### src/rtl/keypad_lock_ctrl.sv
// Keypad code lock: collects a BCD entry from one-hot keypad codes, checks it
// against PASSWORD, counts failures, runs a BCD-seconds lockout and drives a buzzer.
module keypad_lock_ctrl #(
    parameter int                  DIGITS    = 3,
    parameter logic [4*DIGITS-1:0] PASSWORD  = 12'h246,
    parameter int                  MAX_TRIES = 3,
    parameter int                  LOCK_SECS = 20,
    parameter int                  CLK_HZ    = 50_000_000,
    parameter int                  KEY_HALF  = 50000,
    parameter int                  OK_HALF   = 25000,
    parameter int                  ERR_HALF  = 100000,
    parameter int                  KEY_LEN   = 10_000_000,
    parameter int                  OK_LEN    = 30_000_000,
    parameter int                  ERR_LEN   = 15_000_000
) (
    input  logic                  clk,
    input  logic                  RSTn,
    input  logic [15:0]           onehot,
    output logic [4*DIGITS-1:0]   disp,
    output logic                  unlocked,
    output logic                  locked_out,
    output logic [3:0]            tries,
    output logic [7:0]            lock_remain,
    output logic                  buzzer
);
    localparam int              W          = 4 * DIGITS;
    localparam logic [W-1:0]    BLANK      = {DIGITS{4'hF}};
    localparam logic [W-1:0]    OPEN_GLYPH = {DIGITS{4'hA}};
    localparam logic [7:0]      LOCK_BCD   = {4'(LOCK_SECS / 10), 4'(LOCK_SECS % 10)};

    typedef enum logic [1:0] {S_ENTRY, S_OPEN, S_LOCK} state_t;
    typedef enum logic [2:0] {K_NONE, K_DIGIT, K_ENTER, K_CLEAR, K_ADMIN} key_t;
    typedef enum logic [1:0] {P_NONE, P_KEY, P_OK, P_ERR} pat_t;

    state_t      state, state_n;
    key_t        key_kind;
    pat_t        start, pat;
    logic [3:0]  key_digit;
    logic [15:0] prev_key;
    logic [W-1:0] disp_n;
    logic [3:0]  count, count_n, tries_n;
    logic [7:0]  remain_n;
    logic [31:0] sec_cnt, sec_n;
    logic [31:0] half_cnt, len_cnt, half_lim, len_lim;
    logic        tone, gap;

    function automatic logic [W-1:0] lock_glyph(input logic [7:0] secs);
        logic [31:0] ext;
        ext = {24'd0, secs};
        return ext[W-1:0];
    endfunction

    function automatic logic [7:0] bcd_dec(input logic [7:0] v);
        if (v[3:0] == 4'd0) return {v[7:4] - 4'd1, 4'd9};
        return {v[7:4], v[3:0] - 4'd1};
    endfunction

    // A key event is a defined code that differs from last cycle's sample.
    always_comb begin
        key_kind  = K_NONE;
        key_digit = 4'd0;
        case (onehot)
            16'h0008: begin key_kind = K_DIGIT; key_digit = 4'd0; end
            16'h0080: begin key_kind = K_DIGIT; key_digit = 4'd1; end
            16'h0040: begin key_kind = K_DIGIT; key_digit = 4'd2; end
            16'h0020: begin key_kind = K_DIGIT; key_digit = 4'd3; end
            16'h0800: begin key_kind = K_DIGIT; key_digit = 4'd4; end
            16'h0400: begin key_kind = K_DIGIT; key_digit = 4'd5; end
            16'h0200: begin key_kind = K_DIGIT; key_digit = 4'd6; end
            16'h8000: begin key_kind = K_DIGIT; key_digit = 4'd7; end
            16'h4000: begin key_kind = K_DIGIT; key_digit = 4'd8; end
            16'h2000: begin key_kind = K_DIGIT; key_digit = 4'd9; end
            16'h0001: key_kind = K_ENTER;
            16'h1000: key_kind = K_CLEAR;
            16'h0100: key_kind = K_ADMIN;
            default:  key_kind = K_NONE;
        endcase
        if (onehot == prev_key) key_kind = K_NONE;
    end

    always_ff @(posedge clk or negedge RSTn) begin
        if (!RSTn) begin
            state       <= S_ENTRY;
            prev_key    <= 16'h0000;
            disp        <= BLANK;
            count       <= 4'd0;
            tries       <= 4'd0;
            lock_remain <= 8'h00;
            sec_cnt     <= 32'd0;
        end else begin
            state       <= state_n;
            prev_key    <= onehot;
            disp        <= disp_n;
            count       <= count_n;
            tries       <= tries_n;
            lock_remain <= remain_n;
            sec_cnt     <= sec_n;
        end
    end

    always_comb begin
        state_n  = state;
        disp_n   = disp;
        count_n  = count;
        tries_n  = tries;
        remain_n = lock_remain;
        sec_n    = sec_cnt;
        start    = P_NONE;
        case (state)
            S_ENTRY: begin
                case (key_kind)
                    K_DIGIT: begin
                        if (count < 4'(DIGITS)) begin
                            disp_n  = (disp << 4) | W'(key_digit);
                            count_n = count + 4'd1;
                            start   = P_KEY;
                        end
                    end
                    K_CLEAR: begin
                        disp_n  = BLANK;
                        count_n = 4'd0;
                        start   = P_KEY;
                    end
                    K_ENTER: begin
                        count_n = 4'd0;
                        if (count == 4'(DIGITS) && disp == PASSWORD) begin
                            state_n = S_OPEN;
                            tries_n = 4'd0;
                            disp_n  = OPEN_GLYPH;
                            start   = P_OK;
                        end else begin
                            disp_n = BLANK;
                            start  = P_ERR;
                            if (tries + 4'd1 == 4'(MAX_TRIES)) begin
                                state_n  = S_LOCK;
                                tries_n  = 4'd0;
                                remain_n = LOCK_BCD;
                                sec_n    = 32'd0;
                                disp_n   = lock_glyph(LOCK_BCD);
                            end else begin
                                tries_n = tries + 4'd1;
                            end
                        end
                    end
                    K_ADMIN: begin
                        tries_n = 4'd0;
                        disp_n  = BLANK;
                        count_n = 4'd0;
                    end
                    default: ;
                endcase
            end
            S_OPEN: begin
                disp_n = OPEN_GLYPH;
                if (key_kind == K_ENTER || key_kind == K_CLEAR) begin
                    state_n = S_ENTRY;
                    disp_n  = BLANK;
                    count_n = 4'd0;
                    start   = P_KEY;
                end
            end
            S_LOCK: begin
                if (key_kind == K_ADMIN) begin
                    state_n  = S_ENTRY;
                    tries_n  = 4'd0;
                    disp_n   = BLANK;
                    count_n  = 4'd0;
                    remain_n = 8'h00;
                    sec_n    = 32'd0;
                end else if (sec_cnt == 32'(CLK_HZ - 1)) begin
                    sec_n    = 32'd0;
                    remain_n = bcd_dec(lock_remain);
                    if (remain_n == 8'h00) begin
                        state_n = S_ENTRY;
                        disp_n  = BLANK;
                    end else begin
                        disp_n = lock_glyph(remain_n);
                    end
                end else begin
                    sec_n = sec_cnt + 32'd1;
                end
            end
            default: state_n = S_ENTRY;
        endcase
    end

    assign unlocked   = (state == S_OPEN);
    assign locked_out = (state == S_LOCK);

    always_comb begin
        half_lim = 32'(KEY_HALF - 1);
        len_lim  = 32'(KEY_LEN - 1);
        case (pat)
            P_OK:    begin half_lim = 32'(OK_HALF - 1);  len_lim = 32'(OK_LEN - 1);  end
            P_ERR:   begin half_lim = 32'(ERR_HALF - 1); len_lim = 32'(ERR_LEN - 1); end
            default: ;
        endcase
    end

    // A new pattern always restarts both counters, overriding any running one.
    always_ff @(posedge clk or negedge RSTn) begin
        if (!RSTn) begin
            pat      <= P_NONE;
            tone     <= 1'b0;
            half_cnt <= 32'd0;
            len_cnt  <= 32'd0;
        end else if (start != P_NONE) begin
            pat      <= start;
            tone     <= 1'b1;
            half_cnt <= 32'd0;
            len_cnt  <= 32'd0;
        end else if (pat != P_NONE) begin
            if (len_cnt == len_lim) begin
                pat  <= P_NONE;
                tone <= 1'b0;
            end else begin
                len_cnt <= len_cnt + 32'd1;
                if (half_cnt == half_lim) begin
                    half_cnt <= 32'd0;
                    tone     <= ~tone;
                end else begin
                    half_cnt <= half_cnt + 32'd1;
                end
            end
        end
    end

    assign gap    = (pat == P_ERR) && (len_cnt >= 32'(ERR_LEN / 3)) && (len_cnt <= 32'(2 * ERR_LEN / 3));
    assign buzzer = tone & ~gap;

endmodule

### config.mk
export PLATFORM = sky130hd
export DESIGN_NAME = keypad_lock_ctrl
export DESIGN_NICKNAME = d
export VERILOG_FILES = /design/src/rtl/keypad_lock_ctrl.sv
export SDC_FILE = /design/constraint.sdc
export NUM_CORES = 1
export LEC_CHECK = 0
export BUFFER_PORTS_ARGS = -buffer_cell sky130_fd_sc_hd__clkbuf_2
export CELL_PAD_IN_SITES_DETAIL_PLACEMENT = 1
export CELL_PAD_IN_SITES_GLOBAL_PLACEMENT = 1
export CORE_ASPECT_RATIO = 1.5
export CORE_MARGIN = 3
export CORE_UTILIZATION = 43
export CTS_CLUSTER_SIZE = 24
export DETAILED_ROUTE_END_ITERATION = 12
export PLACE_DENSITY_LB_ADDON = 0.1
export SETUP_SLACK_MARGIN = 0.05
export SYNTH_ARGS = -nofsm -noshare
export SYNTH_HDL_FRONTEND = slang
export SYNTH_SLANG_ARGS = --single-unit
export TNS_END_PERCENT = 20
### constraint.sdc
create_clock -name clk -period 3.46 [get_ports clk]
set_input_delay 1.038 -clock clk [delete_from_list [all_inputs] [get_ports clk]]
set_output_delay 1.038 -clock clk [all_outputs]
set_load 0.03 [all_outputs]
==> impl_metrics.ini, run 1 <==
[run_status]
status = finished with violations
violations = negative setup slack

[power_and_ir_drop]
p_leak_nw = 4.51
power_switching_mw = 2.36
swShare_pct = 35.9
power_frac_comb_pct = 33.7
p_int_mw = 4.22
clockPowerShare_pct = 31.8
seq_power_share_pct = 34.5
pwr_density_cell_nw_per_um2 = 627
irDropWorstVdd_mv = 0.435

[clock_network]
ctsHoldBuffers = 0
cts.reportedPaths.clkPinSlew_ns = 0.06
clock_latency_ns = 0.43
cts_tree = done
cts_max_path_buffers = 2
tritoncts.num_buffers = 17
cts.sinks = 145
root_buffer = clkbuf_16
htreeDepth = 4

[timing]
setup_tns_ns = -0.466
max_freq_mhz = 255
finalCriticalPeriod_ns = 3.93
maxSlewHeadroom_pct = 53.2
skew_ns = 0.0128
fin_ws_ns = -0.466
fin_crit_sh_pct = 113
hold_viol_final = 0
drv_slew = 0
grt_setup_unrepaired = yes
worst_pin_slew_ns = 0.701
finalSetupViolCount = 1

[logic_synthesis]
synth_nets = 1044
synth_cell_types = 71
async_flop_share_pct = 100
synthCells = 1014
syn_area_per_cell_um2 = 8.72
synth-edff-count = 0
synth-seq-cells = 145
syn_area_um2 = 8840
synth_flop_cell = dfrtp_1
ys_warn_count = 0
ys_seq_area_share_pct = 41.2

[placed_design]
numPortBuffers = 44
postPlaceCellArea_um2 = 9800
dp_slack_ns = -0.253
globalplace.congestion = 0.838
hpwl_um = 19600

[cells_and_area]
antennaDiodeCount = 0
nets = 1125
stdcell_area_um2 = 10500
drive_above_1_share_pct = 17.4
multi_input_area_um2 = 4930
fill_cells = 2402
area_growth_pct = 18.8
seq_area_um2 = 3640

[drt]
drtIter0Drc = 455
dr.pass1.iters = 4
dr_total_vias = 8151
wire_per_inst_um = 19.8
drc = 0
routed_wirelength_um = 27100
viasPerCell = 5.96
ant_nets = 0

[die]
boundaryPins = 45
start_util_pct = 44.1
die-area_um2 = 22300
core_um2 = 20000
fp-row-count = 63
die-width_um = 123
die_y_um = 182

[setup_path]
worstSetupPathType = reg -> out
cp.arrival_ns = 2.89
worstPathBufferInverterCount = 2
required_ns = 2.42
cp_top_family = compound AO/OA/AOI/OAI gates
start_kind = register
crit_path_end_kind = output port
slowest_stage = or4b_4
crit_chain = inv_2 > ha_1 > or4b_4 > nor4b_4 > a31oi_1 > o31a_1 > o211ai_1 > a31oi_1 > o41a_1 > clkbuf_8
max_stage_delay_ns = 0.47
crit_fanout = 2
critPathMostFrequentCell = a31oi_1

[grt]
grt_max_degree = 69
grt_antenna_before_repair = 0
grt_pass1_wl_um = 45100
track_usage_pct = 25.3
grt_pass1_vias = 8851
overflow = 0

[worst_hold_path]
min_path_type = reg -> reg

[flow_run]
maxCapViolCount = 0
Yosys cell counts (5+ instances only):
cell type	number	area, um2
a22oi_1	7	52.6
o31ai_1	17	128
or2_2	5	31.3
nand2_1	89	334
a21o_1	8	60.1
and2_1	9	56.3
nor4b_1	8	70.1
buf_2	12	60.1
ha_1	12	150
a31oi_1	12	75.1
xnor2_1	33	289
o41ai_1	7	61.3
nor2b_1	22	138
or3_1	8	50.1
xor2_1	44	385
o21ai_0	75	375
nor4_1	22	138
clkbuf_1	39	146
nand3b_1	15	113
or4_1	8	60.1
o22ai_1	7	43.8
and4_1	14	123
nand3_1	49	245
nor2_1	110	413
a21oi_1	47	235
nand4_1	47	294
and3_1	27	169
nor3_1	20	100
nor3b_1	5	37.5
dfstp_2	12	315
mux2_2	9	101
dfrtp_1	133	3330
inv_1	16	60.1
repair_timing:
item / in CTS / in global routing
buffers inserted: 1 / 0
setup endpoints to repair: 1 / 1
hold endpoints to repair: 0 / 0
pin swaps: 5 / 2
resized for setup: 6 / 1
metrics by stage:
step | hold slack [ns] | total power, mW | cells | util (%)
floorplan | 0.443 | 3.64 | 1014 | -
global placement | 0.472 | 4.44 | 1335 | 49.0
detailed placement | 0.485 | 4.49 | 1335 | 49.0
CTS | 0.495 | 6.64 | 1368 | 52.4
global route | 0.532 | 6.99 | 1368 | 52.4
finish | 0.492 | 6.59 | 1368 | 52.4
cell type report:
type | instances | share of cell area (%)
Tap cell | 260 | 3.10
Multi-Input combinational cell | 797 | 46.9
Clock buffer | 24 | 4.68
Sequential cell | 145 | 34.7
Timing Repair Buffer | 118 | 8.36
Inverter | 16 | 0.572
Clock inverter | 8 | 1.66
routing by layer:
layer / wire length, um / share of wire [%] / GRT usage [%] / vias to the layer above
li1: - / - / - / 3879
met1: 10600 / 39 / 27.6 / 4127
met2: 15200 / 56 / 47.8 / 98
met3: 566 / 2.1 / 3.71 / 47
met4: 774 / 2.9 / 9.84 / 0
met5: 0 / 0 / 0 / -
path summary, 6_finish.rpt:
check / endpoint / slack (ns) / cells past startpoint / startpoint
max in group asynchronous: disp[10] / 2.12 / 2 / RSTn
min: sec_cnt[23] / 0.49 / 1 / sec_cnt[23]
min reg2reg: sec_cnt[23] / 0.49 / 1 / sec_cnt[23]
min in group asynchronous: half_cnt[2] / 0.63 / 1 / RSTn
max: buzzer / -0.47 / 10 / len_cnt[0]
max reg2reg: half_cnt[3] / 0.50 / 8 / len_cnt[27]
power groups by stage:
stage	combinational (mW)	sequential, mW	clock, mW
floorplan	1.24	2.40	0
global placement	2.16	2.28	0
detailed placement	2.20	2.29	0
CTS	2.24	2.27	2.13
global route	2.47	2.32	2.21
finish	2.22	2.27	2.09
cells in the final DEF, fill, tap and decap left out, drive strengths merged, types with 9 or more instances in the layout:
master | Yosys | routed
a21oi | 48 | 48
a31oi | 13 | 13
and2 | 10 | 10
and3 | 27 | 27
and4 | 14 | 14
buf | 17 | 75
clkbuf | 39 | 67
dfrtp | 133 | 133
dfstp | 12 | 12
ha | 12 | 12
inv | 16 | 16
mux2 | 10 | 10
nand2 | 89 | 89
nand3 | 49 | 49
nand3b | 16 | 16
nand4 | 47 | 47
nor2 | 110 | 110
nor2b | 22 | 22
nor3 | 20 | 20
nor4 | 22 | 22
o21ai | 77 | 77
o31ai | 17 | 17
or3 | 9 | 9
or4 | 10 | 10
xnor2 | 33 | 33
xor2 | 44 | 44
flip-flops by register name, summed over array words and instances (netlist names):
| signal | flops |
|---|---|
| tries | 4 |
| count | 4 |
| pat | 2 |
| prev_key | 16 |
| disp | 12 |
| len_cnt | 32 |
| state | 2 |
| lock_remain | 8 |
| half_cnt | 32 |
| sec_cnt | 32 |
| tone | 1 |
logic make-up (layout without fill, tap and decap cells):
| family | count (synthesis) | in the layout | synth area share, % |
|---|---|---|---|
| simple gates | 480 | 480 | 29.2 |
| compound gates | 216 | 216 | 15.2 |
| flops | 145 | 145 | 41.2 |
| xor+xnor | 77 | 77 | 7.63 |
| buf+inv | 72 | 166 | 3.52 |
| fa+ha+maj | 12 | 12 | 1.70 |
| mux | 12 | 12 | 1.54 |
Power figures use the tool's default switching activity.
==> inputs of run 2 (changes only) <==
==> constraint.sdc (replaced) <==
create_clock -name clk -period 3.46 [get_ports clk]
set_input_delay 0 -clock clk [delete_from_list [all_inputs] [get_ports clk]]
set_output_delay 0 -clock clk [all_outputs]
set_load 0.03 [all_outputs]
==> impl_metrics.ini, run 2 (synthesis results as in run 1) <==
[cells_and_area]
stdcell_area_um2 = 10100
final_cell_mix = 133 x dfrtp_1, 109 x nor2_1, 89 x nand2_1
final_common_cell = dfrtp_1
final_core_util_pct = 50.4
area_growth_pct = 14.3
top_regs = half_cnt x32, len_cnt x32, sec_cnt x32
nets = 1087
fill_cells = 2389
drive_above_1_share_pct = 12.9

[timing]
finalCriticalPeriod_ns = 3.16
worst_pin_slew_ns = 0.825
setup_tns_ns = 0
skew_ns = 0.0119
maxSlewHeadroom_pct = 45.0
max_freq_mhz = 317
drv_slew = 0
grt_setup_unrepaired = no
fin_crit_sh_pct = 91.2
finalSetupViolCount = 0
hold_viol_final = 0

[die]
die-area_um2 = 22300
fp-row-count = 63
start_util_pct = 44.1
die_y_um = 182
boundaryPins = 45
core_um2 = 20000
die-width_um = 123

[grt]
grt_pass1_vias = 8596
grt_antenna_before_repair = 1
track_usage_pct = 24.6
grt_max_degree = 84
grt_pass1_wl_um = 44100
overflow = 0

[setup_path]
required_ns = 3.46
crit_chain = inv_1 > ha_1 > or4b_2 > nor4b_2 > a31oi_1 > o31a_1 > o211ai_1 > a31oi_1 > o41a_1 > clkbuf_4
crit_fanout = 4
cp_top_family = compound AO/OA/AOI/OAI gates
critPathMostFrequentCell = a31oi_1
worstPathBufferInverterCount = 2
start_kind = register
max_stage_delay_ns = 0.60
worstSetupPathType = reg -> out
slowest_stage = or4b_2
crit_path_end_kind = output port
cp.arrival_ns = 3.16

[flow_run]
maxCapViolCount = 0

[clock_network]
cts_setup_buffers = 0
clock_latency_ns = 0.43
cts.reportedPaths.clkPinSlew_ns = 0.07
cts_max_path_buffers = 2
root_buffer = clkbuf_16
htreeDepth = 4
cts_tree = done
cts.sinks = 145
tritoncts.num_buffers = 17

[run_status]
status = finished clean

[worst_hold_path]
min_path_type = in -> async

[drt]
dr_total_vias = 7954
drtIter0Drc = 409
wire_per_inst_um = 19.8
drc = 0
dr.pass1.iters = 6
routed_wirelength_um = 26400
viasPerCell = 5.98
ant_nets = 0

[power_and_ir_drop]
pwr_density_cell_nw_per_um2 = 605
p_leak_nw = 4.25
seq_power_share_pct = 37.3
power_frac_comb_pct = 32.6
p_int_mw = 3.78
finalPower_mw = 6.12
power_switching_mw = 2.34
clockPowerShare_pct = 30.1
irDropWorstVdd_mv = 0.418
swShare_pct = 38.3

[placed_design]
postPlaceCellArea_um2 = 9340
hpwl_um = 18500
globalplace.congestion = 0.823
numPortBuffers = 44
## run 2: cell count changes in the layout (fill, tap and decap cells not counted), moves of 2 or more
| cell | delta |
|---|---|
| clkinv_2 | +6 |
| buf_4 | -51 |
| clkbuf_1 | -3 |
| dlygate4sd3_1 | +17 |
| inv_2 | -2 |
| bufinv_16 | -3 |
| buf_12 | -4 |
| clkbuf_8 | -4 |
| inv_1 | +2 |
## run 2: area by class of cell
class	count	area (um2)	share of cell area, %
clock inverter	14	139	1.38
tap	260	325	3.22
sequential	145	3640	36.1
inverter	16	60.1	0.595
multi-input combinational	797	4910	48.6
clock buffer	18	439	4.35
timing repair buffer	80	579	5.74
antenna	1	2.50	0.0248
## run 2: metal layers
| metal | part of all wire [%] | track usage [%] |
|---|---|---|
| met1 | 40 | 27.7 |
| met5 | 0 | 0 |
| met4 | 2.8 | 10.3 |
| met2 | 55 | 45.2 |
| met3 | 2.0 | 3.93 |
## run 2: power by group through the flow
stage | sequential, mW | clock, mW | combinational [mW]
final | 2.28 | 1.84 | 1.99
after global routing | 2.33 | 1.97 | 2.23
after global placement | 2.30 | 0 | 1.95
after detailed placement | 2.31 | 0 | 1.99
after CTS | 2.28 | 1.89 | 2.01
after floorplan | 2.40 | 0 | 1.23
## run 2: metrics by stage
stage	hold WS, ns	worst slack [ns]	instances
floorplan	-0.296	0.898	1014
global placement	0.113	0.600	1281
detailed placement	0.112	0.593	1281
CTS	0.224	0.132	1330
global route	0.232	0.123	1331
finish	0.175	0.303	1331
## run 2: timing repair
item	CTS	global route
endpoints found under the hold margin	86	0
endpoints found under the setup margin	0	1
gates resized for setup	0	3
hold buffers	17	0
## run 2: final timing paths
check	start	endpoint	slack (ns)	cells after the start
setup / recovery	len_cnt[0]	buzzer	0.30	10
hold / removal	RSTn	half_cnt[2]	0.17	2
max in group asynchronous	RSTn	sec_cnt[31]	2.46	3
setup reg to reg	len_cnt[27]	half_cnt[3]	0.77	8
min in group clk	onehot[2]	prev_key[2]	0.36	2
hold reg to reg	sec_cnt[15]	sec_cnt[15]	0.48	1
